--- src/rtl/spst_mac_if.sv ---
`default_nettype none
// ============================================================================
// Module      : spst_mac_if
// Description : Operand/result bundle between the operand-issuing controller
//               (master) and the SPST multiplier core (slave).
//               start  - operation request
//               A, B   - 16-bit unsigned multiplicand / multiplier
//               done   - one-cycle completion pulse
//               result - 32-bit product, held until the next completion
// Revision    : 1.0 - initial release
// ============================================================================
interface spst_mac_if;
    logic        start;
    logic [15:0] A;
    logic [15:0] B;
    logic        done;
    logic [31:0] result;

    modport master (
        output start,
        output A,
        output B,
        input  done,
        input  result
    );

    modport slave (
        input  start,
        input  A,
        input  B,
        output done,
        output result
    );
endinterface
`default_nettype wire

--- src/rtl/spst_mac.sv ---
`default_nettype none
// ============================================================================
// Module      : spst_mac
// Description : Unsigned 16x16 multiplier using the Spurious Power Suppression
//               Technique. One multiplier nibble is processed per cycle over
//               four cycles; all-zero nibbles leave the adder operand and the
//               accumulator untouched. The 32-bit product is registered with
//               a one-cycle done pulse.
//   clk    - clock, rising edge
//   rst_n  - synchronous reset, active-high despite its name
//   bus    - slave side of spst_mac_if (start, A, B in; done, result out)
// Revision    : 1.0 - initial release
// ============================================================================
module spst_mac (
    input  wire logic  clk,
    input  wire logic  rst_n,
    spst_mac_if.slave  bus
);

    localparam logic [1:0] S_IDLE = 2'd0;
    localparam logic [1:0] S_CALC = 2'd1;
    localparam logic [1:0] S_DONE = 2'd2;

    logic [1:0]  r_state;
    logic [1:0]  w_state_nxt;

    logic [15:0] r_a;
    logic [15:0] r_b;
    logic [31:0] r_acc;
    logic [31:0] r_op;      // adder operand latch, only refreshed on non-zero nibbles
    logic [1:0]  r_cnt;
    logic [31:0] r_result;
    logic        r_done;

    logic        w_accept;
    logic        w_calc;
    logic        w_last;
    logic [3:0]  w_shamt;
    logic [3:0]  w_nib;
    logic        w_nz;
    logic [19:0] w_pp;
    logic [31:0] w_pp_sh;
    logic [31:0] w_add_op;
    logic [31:0] w_sum;
    logic [31:0] w_acc_nxt;

    // ------------------------------------------------------------------
    // Nibble datapath
    // ------------------------------------------------------------------
    assign w_shamt = {r_cnt, 2'b00};
    assign w_nib   = r_b[w_shamt +: 4];
    assign w_nz    = |w_nib;
    assign w_pp    = {4'b0000, r_a} * {16'h0000, w_nib};
    assign w_pp_sh = {12'h000, w_pp} << w_shamt;

    // For a zero nibble the adder keeps seeing its previous operand, so its
    // inputs do not toggle; the sum is discarded because acc is not enabled.
    assign w_add_op  = w_nz ? w_pp_sh : r_op;
    assign w_sum     = r_acc + w_add_op;
    assign w_acc_nxt = w_nz ? w_sum : r_acc;

    // ------------------------------------------------------------------
    // FSM: state register
    // ------------------------------------------------------------------
    always_ff @(posedge clk) begin
        if (rst_n) begin
            r_state <= S_IDLE;
        end else begin
            r_state <= w_state_nxt;
        end
    end

    // ------------------------------------------------------------------
    // FSM: next state
    // The edge that leaves DONE is the edge on which IDLE is re-entered;
    // a start present there is accepted directly, giving one operation
    // every five cycles. Starts seen during CALC are simply not recorded.
    // ------------------------------------------------------------------
    always_comb begin
        w_state_nxt = r_state;
        case (r_state)
            S_IDLE:  if (bus.start) w_state_nxt = S_CALC;
            S_CALC:  if (r_cnt == 2'd3) w_state_nxt = S_DONE;
            S_DONE:  w_state_nxt = bus.start ? S_CALC : S_IDLE;
            default: w_state_nxt = S_IDLE;
        endcase
    end

    // ------------------------------------------------------------------
    // FSM: control outputs
    // ------------------------------------------------------------------
    always_comb begin
        w_accept = 1'b0;
        w_calc   = 1'b0;
        w_last   = 1'b0;
        case (r_state)
            S_IDLE:  w_accept = bus.start;
            S_CALC:  begin
                w_calc = 1'b1;
                w_last = (r_cnt == 2'd3);
            end
            S_DONE:  w_accept = bus.start;
            default: ;
        endcase
    end

    // ------------------------------------------------------------------
    // Datapath registers
    // ------------------------------------------------------------------
    always_ff @(posedge clk) begin
        if (rst_n) begin
            r_a      <= 16'h0000;
            r_b      <= 16'h0000;
            r_acc    <= 32'h0000_0000;
            r_op     <= 32'h0000_0000;
            r_cnt    <= 2'd0;
            r_result <= 32'h0000_0000;
            r_done   <= 1'b0;
        end else begin
            r_done <= w_last;
            if (w_accept) begin
                r_a   <= bus.A;
                r_b   <= bus.B;
                r_acc <= 32'h0000_0000;
                r_cnt <= 2'd0;
            end else if (w_calc) begin
                r_cnt <= r_cnt + 2'd1;
                if (w_nz) begin
                    r_acc <= w_sum;
                    r_op  <= w_pp_sh;
                end
                // Final nibble: load the updated sum straight into result
                if (w_last) begin
                    r_result <= w_acc_nxt;
                end
            end
        end
    end

    assign bus.done   = r_done;
    assign bus.result = r_result;

endmodule
`default_nettype wire

--- src/flat_wrapper.sv ---
// flat-port wrapper written by rule: the top's interface ports become plain ports
module spst_mac_flat 
  (clk, rst_n, bus_start, bus_A, bus_B, bus_done, bus_result);
  spst_mac_if bus_i ();
  input  wire logic clk;
  input  wire logic rst_n;
  input wire logic [$bits(bus_i.start)-1:0] bus_start;
  input wire logic [$bits(bus_i.A)-1:0] bus_A;
  input wire logic [$bits(bus_i.B)-1:0] bus_B;
  output wire logic [$bits(bus_i.done)-1:0] bus_done;
  output wire logic [$bits(bus_i.result)-1:0] bus_result;
  assign bus_i.start = bus_start;
  assign bus_i.A = bus_A;
  assign bus_i.B = bus_B;
  assign bus_done = bus_i.done;
  assign bus_result = bus_i.result;
  spst_mac u_core (.clk(clk), .rst_n(rst_n), .bus(bus_i));
endmodule
--- config.mk ---
export PLATFORM = sky130hd
export DESIGN_NAME = spst_mac_flat
export DESIGN_NICKNAME = d
export VERILOG_FILES = /design/src/rtl/spst_mac_if.sv /design/src/rtl/spst_mac.sv /design/src/flat_wrapper.sv
export SDC_FILE = /design/constraint.sdc
export NUM_CORES = 1
export LEC_CHECK = 0
export ABC_AREA = 1
export CAP_MARGIN = 20
export CORE_UTILIZATION = 35
export CTS_BUF_LIST = sky130_fd_sc_hd__clkbuf_4 sky130_fd_sc_hd__clkbuf_8
export CTS_CLUSTER_SIZE = 12
export DETAILED_ROUTE_END_ITERATION = 10
export PLACE_DENSITY = 0.63
export SKIP_CTS_REPAIR_TIMING = 1
export SYNTH_ARGS = -nofsm -noshare
export SYNTH_HDL_FRONTEND = slang
export SYNTH_SLANG_ARGS = --single-unit
--- constraint.sdc ---
create_clock -name clk -period 5.88 [get_ports clk]
set_input_delay 0.588 -clock clk [delete_from_list [all_inputs] [get_ports clk]]
set_output_delay 0.588 -clock clk [all_outputs]
set_load 0.02 [all_outputs]
==> results by group, run 1 <==
Placed design
  – Dpl ws: -0.1430 ns
  – Routability Congestion: about 0.9
  – I/O Buffers: 67
  – HPWL after DPL: 21.68 mm

Clock tree
  – TritonCTS Buffers: 17
  – CTS root buf: clkbuf_8
  – Clock Latency Late Sink: between 0.4 and 0.5 ns
  – Htree depth: 4
  – Clock-pin slew on the worst setup and hold paths: around 0.080 ns
  – CTS tree: built
  – Max clock buf depth: 2
  – Clk sinks: 132

Setup path
  – Worst-path fanout max: 10
  – CP top delay family: simple AND/OR/NAND/NOR gates
  – Buf/Inv on CP: 6
  – Critical path launch point type: register
  – Most used cell, CP: nand2_1
  – CP max stage cell: fa_1
  – Critical setup path kind: reg2reg
  – Data required time of the critical path: ~6.3 ns
  – CP peak stage delay: ~0.56 ns
  – Worst path arrival time: approximately 5.9 ns
  – Worst Setup End Kind: register

Synth
  – Area leader, netlist: dfxtp_1
  – Synth top area cells: dfxtp_1 (26%), nand2_1 (13%), inv_1 (8.7%)
  – EDFF count, synth: 0
  – Synth top cells by count: nand2_1 (364), inv_1 (237), nor2_1 (185)
  – Ys Warns: 0
  – Top-count cell post-synth: nand2_1
  – Synth Net Count: 1711
  – Avg Inst Size Synth: roughly 6.4 µm²
  – Register area share after synthesis: between 20% and 30%
  – Ys flop type: dfxtp_1
  – Syn Inst Count: approximately 1600
  – Netlist Area Pre-Place: ~0.010 mm²
  – Synth top area share: about a quarter
  – Synth cell types: 49
  – Synthesis-stage register bit count: ~130
  – Post-synth ARST share: 0%

Power and ir drop
  – Leakage power: approximately 5.8 nW
  – Sw Ratio: 39.60%
  – Switching power: 1.163 mW
  – Internal power: approximately 1.8 mW
  – Clk pwr share: 28.7%
  – Worst VDD drop: about 0.14 mV
  – Pwr Density: around 240 mW/mm²
  – Gate power share: a little under two fifths
  – Sequential share of power: about a third

GRT
  – Congestion Overflow GR: 0
  – Tot GR Track Use: about a fifth
  – Largest net degree at the start of global routing: between 70 and 80
  – Global-route wire length before repair: about 49 mm
  – Vias in the first global route: 9733
  – Antenna violations before repair: 0

Die
  – Die width: 172.6 µm
  – Core region area: 0.02870 mm²
  – Die footprint: around 0.030 mm²
  – Row cnt: 62
  – Top Ports: just under 70
  – Chip height: roughly 170 µm
  – Initial Utilization: 35.49%

Routing
  – Avg WL per Cell: about 14 µm
  – Detailed router's first-iteration violation count: between 600 and 700
  – Drt total wl: slightly below 30 mm
  – # DRC: 1
  – Router iterations before antenna repair: 8
  – Final ANT Viol Nets: 0
  – Total number of vias: 10120
  – Vias per cell: 4.956

Job
  – MaxCap Viol Count: 0

STA
  – Rel. slew slack: between 30 and 40%
  – Final setup margin: about 0.35 ns
  – Final worst path period need: around 5.5 ns
  – Max-slew violations: 0
  – Hold Vio Cnt, Final: 0
  – Hold WS: 0.4679 ns
  – Worst-margin pin slew: between 1 and 1.5 ns
  – Tcrit/Tclk final: ~94%
  – Fmax: between 150 and 200 MHz
  – Unrepaired setup endpoints after global routing: yes
  – Max Clock Skew: about 0.014 ns
  – Setup TNS Final: 0 ns
  – Setup-failing EPs final: 0

Final layout
  – Final Util: around 42%
  – Area of the multi-input gates: about 0.0067 mm²
  – Area Growth Syn to Fin: 18.41%
  – NumNets Final: ~1800
  – Layout cells sized above 1: around 10%
  – N_diodes: 0
  – FILL cells: ~3000
  – Sequential cell area: 0.002648 mm²

Outcome
  – Violated checks: DRC
  – Status: finished with violations

Hold path
  – Hold Crit Class: reg2reg
-- cell type report --
class	count	share of cell area, %
flip-flops and latches	132	21.95
multi-input cells	1151	55.13
inverters	246	7.727
clock buffers	20	2.230
well taps	384	3.983
clock inverters	12	1.286
repair buffers	97	7.696
-- cells in the final DEF (no fill, tap or decap), types with 9 or more instances in the layout --
| cell | Yosys | routed |
|---|---|---|
| xor2_1 | 12 | 11 |
| inv_1 | 237 | 236 |
| o21ai_2 | 7 | 10 |
| nand3_1 | 120 | 118 |
| fa_1 | 29 | 29 |
| nand2_1 | 364 | 352 |
| clkdlybuf4s50_1 | 0 | 67 |
| buf_4 | 3 | 28 |
| o21ai_1 | 15 | 27 |
| nor2_2 | 0 | 9 |
| a21oi_2 | 1 | 17 |
| ha_1 | 56 | 43 |
| o21ai_0 | 108 | 92 |
| nand3b_1 | 11 | 11 |
| a21oi_1 | 118 | 101 |
| o21bai_1 | 24 | 23 |
| dfxtp_1 | 132 | 130 |
| nand2_2 | 9 | 18 |
| clkbuf_8 | 0 | 19 |
| nand4_1 | 14 | 14 |
| o21a_1 | 16 | 16 |
| nor2_1 | 185 | 171 |
-- power groups by stage --
stage	clock network, mW	registers [mW]	logic [mW]
2_1_floorplan	0	0.989	0.755
3_3_place_gp	0	1.00	1.01
3_5_place_dp	0	1.00	1.02
4_1_cts	0.859	0.981	1.02
5_1_grt	0.898	0.989	1.25
6_report	0.841	0.983	1.11
-- state kept, by name, summed over array words and instances (netlist names) --
register           cells
u_core.bus.done        1
u_core.bus.result     32
u_core.r_a            16
u_core.r_acc          32
u_core.r_b            16
u_core.r_cnt           2
u_core.r_op           31
u_core.r_state         2
-- cells by family after synthesis --
family | Yosys count | synth area share (%)
AOI/OAI and AO/OA | 311 | 17.08
xor gates and xnor gates | 16 | 1.376
adders and majority gates | 85 | 12.58
buffers and inverters | 308 | 12.12
DFF | 132 | 25.94
and+or+nand+nor | 739 | 30.90
-- through the flow --
stage | instance area (µm²) | total power [mW] | cells
after detailed placement | 11250 | 2.017 | 2004
after CTS | 11670 | 2.861 | 2036
after global placement | 11220 | 2.006 | 2003
after floorplan | 10190 | 1.744 | 1591
after global routing | 12060 | 3.141 | 2042
final | 12060 | 2.936 | 2042
-- path summary, 6_finish.rpt --
| kind | from | to | slack (ns) | cells past startpoint |
|---|---|---|---|---|
| hold / removal | u_core.r_op[23] | u_core.r_op[23] | 0.47 | 2 |
| hold reg to reg | u_core.r_op[23] | u_core.r_op[23] | 0.47 | 2 |
| setup / recovery | u_core.r_cnt[1] | u_core.bus.result[30] | 0.35 | 34 |
| setup reg to reg | u_core.r_cnt[1] | u_core.bus.result[30] | 0.35 | 34 |
-- per-layer routing --
layer | track usage (%) | up-vias | wire length, µm
li1 | - | 5192 | -
met1 | 27.47 | 4662 | 14130
met2 | 32.44 | 227 | 13190
met3 | 3.122 | 39 | 1286
met4 | 7.292 | 0 | 605
met5 | 0 | - | 0
-- worst min-delay path: stages (launching register included) --
cell	delay [ns]
dfxtp_1	0.32
nand2_1	0.06
a21oi_1	0.05
Power figures use the tool's default switching activity.
==> inputs of run 2 (changes only) <==
--- a/config.mk
+++ b/config.mk
@@ -12,7 +12,9 @@
 export CTS_CLUSTER_SIZE = 12
 export DETAILED_ROUTE_END_ITERATION = 10
 export PLACE_DENSITY = 0.63
+export REMOVE_ABC_BUFFERS = 1
 export SKIP_CTS_REPAIR_TIMING = 1
 export SYNTH_ARGS = -nofsm -noshare
 export SYNTH_HDL_FRONTEND = slang
 export SYNTH_SLANG_ARGS = --single-unit
+export TNS_END_PERCENT = 10
==> constraint.sdc (replaced) <==
create_clock -name clk -period 5.88 [get_ports clk]
set_input_delay 0.588 -clock clk [delete_from_list [all_inputs] [get_ports clk]]
set_output_delay 0.588 -clock clk [all_outputs]
set_load 0.01 [all_outputs]
==> results by group, run 2 (synthesis gave the netlist of run 1 again) <==
STA
  – Rel. slew slack: 32.22% (was 32.73%)
  – Fmax: 181.6 MHz (was 180.9 MHz)
  – Max Clock Skew: 0.01288 ns (was 0.01363 ns)
  – Worst-margin pin slew: 1.015 ns (was 1.008 ns)
  – Setup-failing EPs final: 0 (unchanged)
  – Max-slew violations: 0 (unchanged)
  – Hold Vio Cnt, Final: 0 (unchanged)
  – Setup TNS Final: 0 ns (unchanged)
  – Tcrit/Tclk final: 93.64% (was 94.03%)
  – Final worst path period need: 5.506 ns (was 5.529 ns)
  – Hold WS: 0.4648 ns (was 0.4679 ns)

GRT
  – Largest net degree at the start of global routing: 74 (unchanged)
  – Gr busiest metal: met2 (unchanged)
  – Tot GR Track Use: 19.98% (was 20.25%)
  – Global-route wire length before repair: 48.65 mm (was 49.11 mm)
  – M3 GR Usage: 2.177% (was 3.122%)
  – Met2 Use GR: 32.44% (unchanged)
  – Congestion Overflow GR: 0 (unchanged)
  – Antenna violations before repair: 0 (unchanged)
  – Vias in the first global route: 9577 (was 9733)
  – Global routing usage on met1: 27.77% (was 27.47%)

Setup path
  – Critical path launch point type: register (unchanged)
  – Worst path arrival time: 5.87 ns (was 5.89 ns)
  – CP peak stage delay: 0.56 ns (about the same)
  – Worst-path fanout max: 11 (was 10)
  – Worst Setup End Kind: register (unchanged)
  – Data required time of the critical path: 6.24 ns (was 6.25 ns)
  – Critical setup path kind: reg2reg (unchanged)
  – Most used cell, CP: nand2_1 (unchanged)
  – CP max stage cell: fa_1 (unchanged)

Power and ir drop
  – Leakage power: 5.737 nW (was 5.758 nW)
  – Internal power: 1.787 mW (was 1.773 mW)
  – Clk pwr share: 30.8% (was 28.7%)
  – Gate power share: 36.1% (was 37.9%)
  – Sw Ratio: 39.64% (was 39.60%)
  – Switching power: 1.174 mW (was 1.163 mW)
  – Worst VDD drop: 0.1636 mV (was 0.1431 mV)
  – Sequential share of power: 33.0% (was 33.5%)
  – Pwr Density: 247.5 mW/mm² (was 243.4 mW/mm²)

Die
  – Core region area: 0.02870 mm² (unchanged)
  – Initial Utilization: 35.49% (unchanged)
  – Chip height: 172.6 µm (unchanged)
  – Die footprint: 0.02979 mm² (unchanged)
  – Row cnt: 62 (unchanged)
  – Top Ports: 68 (unchanged)
  – Die width: 172.6 µm (unchanged)

Clock tree
  – Clk sinks: 132 (unchanged)
  – Clock Latency Late Sink: 0.47 ns (was 0.48 ns)
  – TritonCTS Buffers: 17 (unchanged)
  – CTS tree: built (unchanged)
  – Htree depth: 4 (unchanged)
  – Clock-pin slew on the worst setup and hold paths: 0.08 ns (about the same)
  – CTS root buf: clkbuf_8 (unchanged)
  – Max clock buf depth: 2 (unchanged)

Placed design
  – HPWL after DPL: 21.42 mm (was 21.68 mm)
  – Routability Congestion: 0.9012 (was 0.8923)
  – Inst Count DP: 2001 (was 2004)
  – I/O Buffers: 67 (unchanged)

Outcome
  – Violated checks: DRC (unchanged)
  – Status: finished with violations (unchanged)

Hold path
  – Hold Crit Class: reg2reg (unchanged)

Routing
  – Drt total wl: 29.22 mm (was 29.21 mm)
  – Final ANT Viol Nets: 0 (unchanged)
  – Total number of vias: 10010 (was 10120)
  – Vias per cell: 4.911 (was 4.956)
  – Router iterations before antenna repair: 7 (was 8)
  – # DRC: 1 (unchanged)
  – Detailed router's first-iteration violation count: 653 (was 648)
  – Avg WL per Cell: 14.33 µm (was 14.30 µm)

Final layout
  – NumNets Final: 1762 (was 1765)
  – Layout cells sized above 1: 9.366% (was 10.37%)
  – Non-Filler Instances: 2039 (was 2042)
  – FILL cells: 3093 (was 3084)
  – Area Growth Syn to Fin: 17.48% (was 18.41%)
  – Commonest cells after routing, fill and taps aside: nand2_1 (358), inv_1 (237), nor2_1 (173) (was nand2_1 (352), inv_1 (236), nor2_1 (171))
  – N_diodes: 0 (unchanged)
  – Most common cell after layout, fill and taps aside: nand2_1 (unchanged)

Job
  – MaxCap Viol Count: 0 (unchanged)
## run 2: worst paths after layout
| kind | startpoint | to | slack [ns] | depth (start not counted) |
|---|---|---|---|---|
| worst min register to register | u_core.r_op[23] | u_core.r_op[23] | 0.46 | 2 |
| worst max register to register | u_core.r_cnt[0] | u_core.bus.result[23] | 0.37 | 38 |
| worst max-delay path | u_core.r_cnt[0] | u_core.bus.result[23] | 0.37 | 38 |
| worst min-delay path | u_core.r_op[23] | u_core.r_op[23] | 0.46 | 2 |
## run 2: critical path, delay by kind of cell (launching register included)
family / cells / cell delay [ns]
AND/OR/NAND/NOR: 21 / 2.04
adder cells (fa/ha/maj): 4 / 1.72
buffers and inverters: 10 / 0.80
flip-flops: 1 / 0.39
AO/OA/AOI/OAI: 2 / 0.24
XOR/XNOR: 1 / 0.22
## run 2: power groups by stage
stage	combinational [mW]	clock [mW]	sequential [mW]
6_report	1.07	0.913	0.978
5_1_grt	1.21	0.964	0.985
4_1_cts	1.01	0.931	0.978
3_5_place_dp	1.00	0	0.999
3_3_place_gp	0.998	0	0.998
2_1_floorplan	0.709	0	0.992
## run 2: layout make-up
| type | count | area [µm²] | area share, % |
|---|---|---|---|
| clock buffers | 19 | 249.0 | 2.081 |
| clock inverters | 13 | 196.4 | 1.641 |
| inverters | 246 | 928.4 | 7.757 |
| multi-input cells | 1152 | 6585 | 55.02 |
| flip-flops and latches | 132 | 2650 | 22.14 |
| well taps | 384 | 480.5 | 4.015 |
| repair buffers | 93 | 878.3 | 7.339 |
## run 2: per-layer routing
metal  share of wire, %  routed length (µm)
met1                 50               14630
met2                 44               12920
met3                3.9                1134
met4                1.8                 539
met5                  0                   0
## run 2: metrics by stage
| step | utilization [%] | setup slack (ns) | area (µm²) | power, mW |
|---|---|---|---|---|
| 5_1_grt | 41.70 | -0.05046 | 11970 | 3.157 |
| 4_1_cts | 40.59 | -0.2293 | 11650 | 2.919 |
| 2_1_floorplan | - | -1.717 | 9881 | 1.701 |
| 3_5_place_dp | 39.04 | -0.1963 | 11200 | 2.003 |
| 6_report | 41.70 | 0.3738 | 11970 | 2.961 |
| 3_3_place_gp | 39.04 | -0.2083 | 11200 | 1.996 |
==> inputs of run 3 (changes only) <==
--- a/config.mk
+++ b/config.mk
@@ -7,6 +7,7 @@
 export LEC_CHECK = 0
 export ABC_AREA = 1
 export CAP_MARGIN = 20
+export CORE_MARGIN = 2
 export CORE_UTILIZATION = 35
 export CTS_BUF_LIST = sky130_fd_sc_hd__clkbuf_4 sky130_fd_sc_hd__clkbuf_8
 export CTS_CLUSTER_SIZE = 12
@@ -14,6 +15,7 @@
 export PLACE_DENSITY = 0.63
 export REMOVE_ABC_BUFFERS = 1
 export SKIP_CTS_REPAIR_TIMING = 1
+export SLEW_MARGIN = 10
 export SYNTH_ARGS = -nofsm -noshare
 export SYNTH_HDL_FRONTEND = slang
 export SYNTH_SLANG_ARGS = --single-unit
==> results by group, run 3 (synthesis gave the netlist of run 1 again) <==
Die
  – Initial Utilization: 35.49% (unchanged)
  – Die width: 174.6 µm (was 172.6 µm)
  – Chip height: 174.6 µm (was 172.6 µm)
  – Row cnt: 62 (unchanged)
  – Die footprint: 0.03049 mm² (was 0.02979 mm²)
  – Core region area: 0.02870 mm² (unchanged)
  – Top Ports: 68 (unchanged)

STA
  – Rel. slew slack: 32.22% (about the same)
  – Tcrit/Tclk final: 93.83% (was 93.64%)
  – Hold WS: 0.4701 ns (was 0.4648 ns)
  – Setup-failing EPs final: 0 (unchanged)
  – Hold Vio Cnt, Final: 0 (unchanged)
  – Final worst path period need: 5.517 ns (was 5.506 ns)
  – Max Clock Skew: 0.01599 ns (was 0.01288 ns)
  – Worst-margin pin slew: 1.015 ns (about the same)
  – Max-slew violations: 0 (unchanged)
  – Unrepaired setup endpoints after global routing: yes
  – Setup TNS Final: 0 ns (unchanged)
  – Final setup margin: 0.3626 ns (was 0.3738 ns)
  – Fmax: 181.2 MHz (was 181.6 MHz)

Final layout
  – Design area: 0.01215 mm² (was 0.01197 mm²)
  – Most common cell after layout, fill and taps aside: nand2_1 (unchanged)
  – Area Growth Syn to Fin: 19.31% (was 17.48%)
  – Commonest cells after routing, fill and taps aside: nand2_1 (352), inv_1 (237), nor2_1 (168) (was nand2_1 (358), inv_1 (237), nor2_1 (173))
  – NumNets Final: 1773 (was 1762)
  – Layout cells sized above 1: 11.04% (was 9.366%)
  – N_diodes: 0 (unchanged)
  – Final Util: 42.35% (was 41.70%)
  – Non-Filler Instances: 2050 (was 2039)

Clock tree
  – Max clock buf depth: 2 (unchanged)
  – Clk sinks: 132 (unchanged)
  – Clock-pin slew on the worst setup and hold paths: 0.09 ns (was 0.08 ns)
  – TritonCTS Buffers: 17 (unchanged)
  – CTS root buf: clkbuf_8 (unchanged)
  – CTS tree: built (unchanged)
  – Clock Latency Late Sink: 0.48 ns (was 0.47 ns)
  – Htree depth: 4 (unchanged)

Power and ir drop
  – Tot Pwr: 2.997 mW (was 2.961 mW)
  – Pwr Density: 246.6 mW/mm² (was 247.5 mW/mm²)
  – Leakage power: 5.807 nW (was 5.737 nW)
  – Worst VDD drop: 0.1625 mV (was 0.1636 mV)

Setup path
  – Reg2Reg Setup Slack: 0.36 ns (was 0.37 ns)
  – Critical path launch point type: register (unchanged)
  – CP top delay family: simple AND/OR/NAND/NOR gates (unchanged)
  – Most used cell, CP: nand2_1 (unchanged)
  – Worst-path fanout max: 10 (was 11)
  – Buf/Inv on CP: 7 (was 10)
  – Worst path arrival time: 5.90 ns (was 5.87 ns)
  – Data required time of the critical path: 6.26 ns (was 6.24 ns)
  – R2R cell count: 35 (was 38)
  – Worst Setup End Kind: register (unchanged)
  – Critical setup path kind: reg2reg (unchanged)
  – CP max stage cell: fa_1 (unchanged)
  – R2R Path Start: u_core.r_cnt[0] (unchanged)
  – Worst R2R End: u_core.r_acc[23] (was u_core.bus.result[23])
  – CP peak stage delay: 0.56 ns (about the same)

Hold path
  – Hold Path Cell Cnt: 2 (unchanged)
  – WHS Endpoint: u_core.r_op[25] (was u_core.r_op[23])
  – Hold Crit Class: reg2reg (unchanged)
  – Worst hold path startpoint: u_core.r_op[25] (was u_core.r_op[23])

GRT
  – Antenna violations before repair: 0 (unchanged)
  – Global-route wire length before repair: 49.94 mm (was 48.65 mm)
  – Largest net degree at the start of global routing: 74 (unchanged)
  – Tot GR Track Use: 20.10% (was 19.98%)
  – Congestion Overflow GR: 0 (unchanged)
  – Vias in the first global route: 9853 (was 9577)

Placed design
  – DP Area: 0.01129 mm² (was 0.01120 mm²)
  – Dpl ws: -0.1418 ns (was -0.1963 ns)
  – Routability Congestion: 0.9022 (was 0.9012)
  – HPWL after DPL: 22.08 mm (was 21.42 mm)
  – I/O Buffers: 67 (unchanged)
  – Inst Count DP: 2013 (was 2001)

Outcome
  – Status: completed (was finished with violations)

Routing
  – Detailed router's first-iteration violation count: 641 (was 653)
  – Avg WL per Cell: 14.67 µm (was 14.33 µm)
  – # DRC: 0 (was 1)
  – Vias per cell: 4.948 (was 4.911)
  – Final ANT Viol Nets: 0 (unchanged)
  – Total number of vias: 10140 (was 10010)
  – Drt total wl: 30.07 mm (was 29.22 mm)
  – Router iterations before antenna repair: 7 (unchanged)

Job
  – MaxCap Viol Count: 0 (unchanged)
[run 3: cell type report]
class,count,area (µm²)
inverter,246,928.4
timing repair buffer,104,945.9
clock buffer,18,247.7
multi-input combinational,1152,6714
tap,384,480.5
sequential,132,2648
clock inverter,14,190.2
fill,3109,16550
[run 3: layer usage]
metal  global-route usage [%]  wire, µm
met4                    4.236       329
met3                    2.524      1294
met5                        0         0
met2                    33.47     13730
met1                    27.95     14710
[run 3: worst register-to-register path, delay by kind of cell (launching register included)]
kind | cells | cell delay, ns
AO/OA/AOI/OAI | 2 | 0.35
XOR/XNOR | 1 | 0.10
adder cells (fa/ha/maj) | 4 | 1.88
buffers and inverters | 7 | 0.66
flip-flops | 1 | 0.39
AND/OR/NAND/NOR | 21 | 2.06
[run 3: power by group]
group,internal [mW],switching [mW],leakage (nW)
Clock,0.445,0.457,0.219
Sequential,0.946,0.0354,1.08
Combinational,0.387,0.727,4.51
[run 3: worst max path at each step]
stage	start	to	slack, ns	cells after the start
after detailed placement	u_core.r_cnt[0]	u_core.bus.result[19]	-0.14	32
final	u_core.r_cnt[0]	u_core.r_acc[23]	0.36	35
after global placement	u_core.r_cnt[0]	u_core.r_acc[19]	-0.11	32
after global routing	u_core.r_cnt[0]	u_core.r_acc[23]	-0.06	35
after CTS	u_core.r_cnt[0]	u_core.bus.result[19]	-0.15	32
after floorplan	u_core.r_state[0]	u_core.bus.result[0]	-1.72	7
